<file path="src/rtl/regfile_scoreboard.sv">
// Parametrised register file with two combinational read ports, one write-back port,
// optional hardwired-zero register 0, write-to-read bypass and a per-register busy scoreboard.
module regfile_scoreboard #(
  parameter int width    = 32,
  parameter int depth    = 32,
  parameter int ZERO_REG = 1,
  parameter int BYPASS   = 1,
  parameter int AW       = $clog2(depth)
) (
  input  logic                     clk,
  input  logic                     reset,
  input  logic [AW-1:0]            A_addr,
  input  logic [AW-1:0]            B_addr,
  output logic [width-1:0]         A_data,
  output logic [width-1:0]         B_data,
  output logic                     A_busy,
  output logic                     B_busy,
  input  logic [AW-1:0]            W_addr,
  input  logic [width-1:0]         W_data,
  input  logic                     wr_enable,
  input  logic                     issue_valid,
  input  logic [AW-1:0]            issue_addr,
  output logic [AW:0]              busy_count,
  output logic [depth*width-1:0]   debug_reg_out
);

  logic [width-1:0] r_regs [depth];
  logic [depth-1:0] r_busy;
  logic [AW:0]      r_busy_count;

  logic [depth-1:0] w_busy_next;
  logic [AW:0]      w_pop;
  logic             w_wr_ok;
  logic             w_iss_ok;
  logic             w_zero_a;
  logic             w_zero_b;
  logic             w_hit_a;
  logic             w_hit_b;

  // Register 0 swallows writes and issues when it is hardwired to zero.
  assign w_wr_ok  = wr_enable   && !((ZERO_REG != 0) && (W_addr == '0));
  assign w_iss_ok = issue_valid && !((ZERO_REG != 0) && (issue_addr == '0));
  assign w_zero_a = (ZERO_REG != 0) && (A_addr == '0);
  assign w_zero_b = (ZERO_REG != 0) && (B_addr == '0);

  // A bypass hit means the value being written this cycle is the freshest one.
  assign w_hit_a = (BYPASS != 0) && !reset && w_wr_ok && (W_addr == A_addr);
  assign w_hit_b = (BYPASS != 0) && !reset && w_wr_ok && (W_addr == B_addr);

  always_comb begin
    w_busy_next = r_busy;
    if (wr_enable) w_busy_next[W_addr] = 1'b0;
    // Issue is applied after write-back so a new producer wins over a retiring one.
    if (w_iss_ok) w_busy_next[issue_addr] = 1'b1;
    if (reset) w_busy_next = '0;
    w_pop = '0;
    for (int i = 0; i < depth; i++) begin
      w_pop = w_pop + {{AW{1'b0}}, w_busy_next[i]};
    end
  end

  always_ff @(posedge clk) begin
    if (reset) begin
      r_busy       <= '0;
      r_busy_count <= '0;
      for (int i = 0; i < depth; i++) r_regs[i] <= '0;
    end else begin
      r_busy       <= w_busy_next;
      r_busy_count <= w_pop;
      if (w_wr_ok) r_regs[W_addr] <= W_data;
    end
  end

  assign A_data = w_zero_a ? '0 : (w_hit_a ? W_data : r_regs[A_addr]);
  assign B_data = w_zero_b ? '0 : (w_hit_b ? W_data : r_regs[B_addr]);
  assign A_busy = r_busy[A_addr] & ~w_hit_a;
  assign B_busy = r_busy[B_addr] & ~w_hit_b;
  assign busy_count = r_busy_count;

  for (genvar g = 0; g < depth; g++) begin : g_dbg
    assign debug_reg_out[g*width +: width] = r_regs[g];
  end

endmodule

</file>
<file path="config.mk">
export PLATFORM = sky130hd
export DESIGN_NAME = regfile_scoreboard
export DESIGN_NICKNAME = d
export VERILOG_FILES = /design/src/rtl/regfile_scoreboard.sv
export SDC_FILE = /design/constraint.sdc
export NUM_CORES = 2
export LEC_CHECK = 0
export CAP_MARGIN = 40
export CORE_AREA = 10 10 439 441
export DETAILED_ROUTE_END_ITERATION = 10
export DIE_AREA = 0 0 449 451
export PLACE_DENSITY = 0.6
export REMOVE_ABC_BUFFERS = 1
export SYNTH_ARGS = -nofsm -noshare
export SYNTH_HDL_FRONTEND = slang
export SYNTH_SLANG_ARGS = --single-unit
</file>
<file path="constraint.sdc">
create_clock -name clk -period 12.65 [get_ports clk]
set_input_delay 1.265 -clock clk [delete_from_list [all_inputs] [get_ports clk]]
set_output_delay 1.265 -clock clk [all_outputs]
set_load 0.02 [all_outputs]
</file>
=== Yosys cells after proc, flatten, opt, wreduce, memory -nomap -nowiden ===
Memory sizes are Yosys's and may differ from the RTL's.
Index checks and enable logic that the tools add are counted.

* Memories: 1
* Memory bits (writable): 1024
* Input port bits: 56
* Logic and storage cells: 87
* Register bits: 38
* Output and inout port bits: 1096

* Order comparisons: 6
* Bitwise gates (word level): 7
* Muxes and demuxes: 23
* Add/sub/neg operators: 31
* Reduce and logical (&&, ||, !) cells: 15
* Equal/unequal tests: 2

{| class="wikitable"
|+ Memories
! name !! words !! width !! rd ports !! clocked after memory_dff !! wr ports !! RTL line !! RTL
|-
| r_regs || 32 || 32 || 34 || 0 || 32 || 27 || <nowiki>logic [width-1:0] r_regs [depth];</nowiki>
|}

{| class="wikitable"
|+ Operators with widths
! kind !! count
|-
| 32-bit 2-to-1 mux || 8
|-
| 6-bit by 1-bit adder with 6-bit output || 26
|-
| 32-bit bitwise AND || 1
|-
| 32-bit inverter || 1
|-
| 32-bit OR || 1
|-
| 32-bit OR reduction || 1
|-
| 5-bit by 6-bit less-than comparator with 1-bit output (second input constant) || 4
|-
| 5-bit logical NOT || 4
|-
| 1-bit binary-select mux with 5-bit select || 2
|-
| 1-bit demux with 5-bit select || 2
|-
| 5-bit == test || 2
|-
| 5-bit by 1-bit greater-or-equal comparator with 1-bit output (second input constant) || 2
|-
| 1-bit 2-to-1 mux || 10
|-
| 1-bit logical AND || 7
|-
| 5-bit by 1-bit adder with 6-bit output || 1
|-
| 4-bit by 1-bit adder with 5-bit output || 1
|-
| 5-bit 2-to-1 mux || 1
|-
| 3-bit by 1-bit adder with 4-bit output || 1
|-
| 2-bit by 1-bit adder with 3-bit output || 1
|-
| 1-bit logical NOT || 3
|-
| 1-bit by 1-bit adder with 2-bit output || 1
|-
| 1-bit bitwise AND || 2
|-
| 1-bit inverter || 2
|}

=== Depth between registers and ports, before layout ===
* Depth after elaboration: 41
* Mapped depth: 23
* Depth with buffers taken out: 22

=== Least setup slack after synthesis ===
OpenSTA, ideal clock, no wires.

* Path kind: input to register
* Start: in W_addr[2]
* End: reg r_busy_count[4], in the netlist busy_count[4]
* Required time: 12.522 ns
* Setup time: 0.128 ns
* Path buffers: 2
* Stages: 19
* Path slack: 6.103 ns
* Data arrival time: 6.420 ns
* Cells stage by stage: buf_2 or3_4 clkbuf_1 o21ai_0 a21oi_1 fa_1 inv_1 fa_1 fa_1 fa_1 fa_1 inv_1 fa_1 ha_1 fa_1 a21o_1 a21oi_1 xor2_1 nor2_1

* Cells in the longest elaborated chain, start to end: 41
* Elaborated cells between the ends (all ways): 42
* Classes of those cells: 31 x add/sub; 2 x order compare; 5 x mux; 3 x bitwise; 1 x reduce/logical

{| class="wikitable"
|+ Ends and longest elaborated chain
! what !! RTL line !! RTL
|-
| start, declared || 18 || <nowiki>input logic [AW-1:0] W_addr,</nowiki>
|-
| 5-bit by 6-bit less-than comparator with 1-bit output (implied by the code) / 5-bit by 1-bit greater-or-equal comparator with 1-bit output (equally long branches) || 52 || <nowiki>if (wr_enable) w_busy_next[W_addr] = 1'b0;</nowiki>
|-
| 1-bit logical AND (implied by the code) || 52 ||
|-
| 1-bit 2-to-1 mux (implied by the code) || 52 ||
|-
| 1-bit demux with 5-bit select (*) || 52 ||
|-
| 32-bit inverter (no source line) (*) || n/a ||
|-
| 32-bit bitwise AND (no source line) (*) || n/a ||
|-
| 32-bit 2-to-1 mux (*) || 52 ||
|-
| 32-bit OR (no source line) || n/a ||
|-
| 32-bit 2-to-1 mux (*) || 54 || <nowiki>if (w_iss_ok) w_busy_next[issue_addr] = 1'b1;</nowiki>
|-
| 32-bit 2-to-1 mux (*) || 55 || <nowiki>if (reset) w_busy_next = '0;</nowiki>
|-
| net w_busy_next[1] || 31 || <nowiki>logic [depth-1:0] w_busy_next;</nowiki>
|-
| 1-bit by 1-bit adder with 2-bit output (*) || 58 || <nowiki>w_pop = w_pop + {{AW{1'b0}}, w_busy_next[i]};</nowiki>
|-
| 2-bit by 1-bit adder with 3-bit output (*) || 58 ||
|-
| 3-bit by 1-bit adder with 4-bit output (*) || 58 ||
|-
| 4-bit by 1-bit adder with 5-bit output (*) || 58 ||
|-
| 5-bit by 1-bit adder with 6-bit output (*) || 58 ||
|-
| 6-bit by 1-bit adder with 6-bit output (*) (26 in series) || 58 ||
|-
| end signal, assigned || 69 || <nowiki>r_busy_count <= w_pop;</nowiki>
|-
| end, declared || 29 || <nowiki>logic [AW:0] r_busy_count;</nowiki>
|}

Mark *: on every way through the listed nets, which the timed path passes. The rest lies on a longest branch.
A chain may end at the register's enable or synchronous reset.

=== Final worst setup path ===
* Start: in W_addr[3]
* End: reg r_busy_count[4], in the netlist busy_count[4]

* Cells in the longest elaborated chain, start to end: 41
* Elaborated cells between the ends (all ways): 42
* Classes of those cells: 31 x add/sub; 2 x order compare; 5 x mux; 3 x bitwise; 1 x reduce/logical

{| class="wikitable"
|+ Ends and longest elaborated chain
! what !! RTL line
|-
| 5-bit by 6-bit less-than comparator with 1-bit output (implied by the code) / 5-bit by 1-bit greater-or-equal comparator with 1-bit output (equally long branches) || 52
|-
| 1-bit logical AND (implied by the code) || 52
|-
| 1-bit 2-to-1 mux (implied by the code) || 52
|-
| 1-bit demux with 5-bit select (*) || 52
|-
| 32-bit inverter (no source line) (*) || n/a
|-
| 32-bit bitwise AND (no source line) (*) || n/a
|-
| 32-bit 2-to-1 mux (*) || 52
|-
| 32-bit OR (no source line) || n/a
|-
| 32-bit 2-to-1 mux (*) || 54
|-
| 32-bit 2-to-1 mux (*) || 55
|-
| 1-bit by 1-bit adder with 2-bit output || 58
|-
| 2-bit by 1-bit adder with 3-bit output || 58
|-
| 3-bit by 1-bit adder with 4-bit output || 58
|-
| 4-bit by 1-bit adder with 5-bit output || 58
|-
| 5-bit by 1-bit adder with 6-bit output || 58
|-
| 6-bit by 1-bit adder with 6-bit output (25 in series) || 58
|-
| 6-bit by 1-bit adder with 6-bit output (*) || 58
|}

Every way passes the cells marked *; elsewhere a longest branch is shown, timed or not.

==> impl_metrics.tcl <==
set metrics [dict create \
    initial_utilization 0.321 \
    cts_tree "done" \
    synth_edf_count 1024 \
    synth_warnings 0 \
    die_y_um 451 \
    drt_iter0_markers 7199 \
    synth.most_common_cell "edfxtp_1" \
    syn_inst 4406 \
    start_kind "input port" \
    postCtsHoldBufs 0 \
    numCtsBuffers 130 \
    nets 5558 \
    tightest_slew_ns 1.08 \
    power.leakage_nw 27.8 \
    vias 48340 \
    hold_violations 0 \
    ios 1152 \
    cts_sinks 1062 \
    ys_seq_area_frac 0.533 \
    max_freq_mhz 144 \
    r2r_setup_slack_ns 7.33 \
    grt_util_all_layers 0.335 \
    wl_per_cell_um 44.0 \
    cp_slowest_cell "clkdlybuf4s50_1" \
    die_w_um 449 \
    syn_area_um2 59100 \
    cp_num_cells 20 \
    grt_max_degree 103 \
    synth_top_family_by_area "multiplexers" \
    synth_top_cell_by_area "edfxtp_1" \
    syn_to_final_growth_pct 32.2 \
    synth_mux_area_frac 0.202 \
    r2r_cells 18 \
    power_switching_mw 3.09 \
    drive_gt1_frac 0.164 \
    critical_path.top_delay_family "adder cells" \
    synth_xor_xnor_area_share 0.00178 \
    cp-end-kind "register" \
    wl_um 355000 \
    slew_headroom 0.282 \
    slowest_delay_ns 0.86 \
    clockRootBuffer "clkbuf_16" \
    hold_path_class "register to register" \
    min_period_ns 6.93 \
    synth_simple_gate_area_frac 0.129 \
    vdd_drop_max_mv 0.110 \
    internal_power_mw 6.97 \
    cp.buffers_inverters 5 \
    hold_depth 2 \
    pwr-share-comb 0.199 \
    p_sw_frac 0.307 \
    die_area_um2 202000 \
    grt_overflow 0 \
    clk_pin_slew_ns 0.06 \
    path_class "input port to register" \
    whs_endpoint "r_busy[17]" \
    synth-compound-area-share 0.0816 \
    reg2reg_from "r_busy[23]" \
    cp_common_cell "fa_1" \
    skew_ns 0.0171 \
    ys_types 68 \
    arrival_ns 7.60 \
    grt_pass1_vias 46831 \
    antenna_found_initial 28 \
    via_per_inst 6.00 \
    clk_path_buf_depth 3 \
    core_um2 184000 \
    htree_levels 4 \
    gp_congestion 0.945 \
    synth_fa_ha_area_frac 0.00961 \
    worstHoldStart "r_busy[17]" \
    p_per_area_nw_per_um2 129 \
    ys_seq_elements 1062 \
    setup_tns_ns 0 \
    rsz0062_at_grt "no" \
    setup_viol 0 \
    synth_top_flop_cell "edfxtp_1" \
    synth_common_cells "edfxtp_1 (1024), and2_1 (992), mux2i_1 (391)" \
    post-route-util 0.424 \
    drt_pass1_iterations 6 \
    timing.rr.end "busy_count[4]" \
    drcViolationCount 0 \
    crit_fanout 10 \
    drv_slew 0 \
    grt_pass1_wl_um 462000 \
    io_buffers 1151 \
    synth.area.top_cells "edfxtp_1 (52%), and2_1 (10%), mux4_2 (9.9%), mux2i_1 (6.6%), mux2_2 (2.7%)" \
    async_flop_share 0 \
    post-cts-setup-buffer-count 0 \
    seqPwrFrac 0.425 \
    syn_area_per_cell_um2 13.4 \
    period_share 0.548 \
    rows 158 \
    cp_data_required_time_ns 13.32 \
    crit_path_cell_trace "clkdlybuf4s50_1, nand3b_1, o21ai_0, a21oi_1, inv_1, fa_1, fa_1, inv_1, fa_1, inv_1, fa_1, fa_1, inv_1, fa_1, ha_1, fa_1, a21o_1, a21oi_1, xor2_1, nor2_1" \
    max-cap-violations 0 \
    status "completed" \
    postCtsResizedCells 0 \
    dpl.hpwl_um 253000 \
    synth.top_cell.area_share 0.520 \
    ant_nets 0 \
    clk_latency_ns 0.81 \
    power_frac_clock 0.376 \
]
[worst max path at each step]
stage,from,end,slack [ns]
2_1_floorplan,W_addr[2],busy_count[4],6.44
3_3_place_gp,W_addr[3],busy_count[4],4.89
3_5_place_dp,W_addr[3],busy_count[4],4.95
4_1_cts,W_addr[3],busy_count[4],5.73
5_1_grt,W_addr[3],busy_count[4],5.40
6_report,W_addr[3],busy_count[4],5.72
[metal layers]
metal,vias up,track usage,wire (um)
met4,2,0.250,32700
met1,24742,0.384,121000
met2,3867,0.533,162000
met5,-,0,12
met3,864,0.0963,38700
li1,18865,-,-
[tightest hold or removal path, cell delays in order, from the launching register on]
cell and delay [ns]:
dfxtp_1 0.32, o21ai_0 0.07, a21oi_1 0.08
[registers in the layout, summed over array words and instances, names as in the netlist]
signal	cells
busy_count	6
r_regs	1024
r_busy	32
[area by class of cell]
cell class | instances | area, um2
Antenna cell | 7 | 17.5
Clock buffer | 161 | 3450
Clock inverter | 76 | 709
Fill cell | 17054 | 106000
Inverter | 48 | 180
Multi-Input combinational cell | 2867 | 25600
Sequential cell | 1062 | 31500
Tap cell | 2480 | 3100
Timing Repair Buffer | 1362 | 13600
[placed cells by master, fill, tap and decap left out, drive strengths merged, types with 11 or more instances in the layout]
cell type      instances
o22ai                 71
o31ai                 33
conb                  32
a211o                 13
inv                   54
buf                  224
a22oi                 84
mux4                 282
clkbuf               161
and2                 993
a31oi                 33
or2                   32
clkdlybuf4s50       1138
a221o                 16
a21oi                126
clkinv                57
nor2                  94
o31a                  30
nand2                 72
nor2b                 34
edfxtp              1024
xnor2                 11
o21ai                 85
a221oi                73
dfxtp                 38
fa                    24
o2111ai               26
o211ai                70
mux2                 144
mux2i                391
[power groups by stage]
| stage | Combinational (mW) | Clock (mW) | Sequential (mW) |
|---|---|---|---|
| 5_1_grt | 2.04 | 3.94 | 4.28 |
| 4_1_cts | 2.00 | 3.81 | 4.26 |
| 6_report | 2.01 | 3.78 | 4.27 |
| 2_1_floorplan | 0.550 | 0 | 4.48 |
| 3_3_place_gp | 1.96 | 0 | 4.32 |
| 3_5_place_dp | 2.00 | 0 | 4.33 |
[kinds of logic (layout without fill, tap and decap cells)]
| logic type | after synthesis | count (layout) |
|---|---|---|
| other | 1 | 39 |
| adder cells (fa/ha/maj) | 31 | 31 |
| AND/OR/NAND/NOR | 1279 | 1279 |
| multiplexers | 817 | 817 |
| XOR/XNOR | 12 | 12 |
| AO/OA/AOI/OAI | 696 | 696 |
| flip-flops | 1062 | 1062 |
| buffers and inverters | 508 | 1647 |
[stage by stage]
| stage | power [mW] | hold WS [ns] | instance area [um2] | worst slack [ns] | instances |
|---|---|---|---|---|---|
| after floorplan | 5.03 | 0.468 | 56900 | 6.44 | 3977 |
| after global placement | 6.29 | 0.507 | 73200 | 4.89 | 7770 |
| after detailed placement | 6.33 | 0.510 | 74000 | 4.95 | 7819 |
| after CTS | 10.1 | 0.518 | 78100 | 5.73 | 8056 |
| after global routing | 10.3 | 0.549 | 78100 | 5.40 | 8057 |
| final | 10.1 | 0.522 | 78200 | 5.72 | 8063 |
Power figures use the tool's default switching activity.
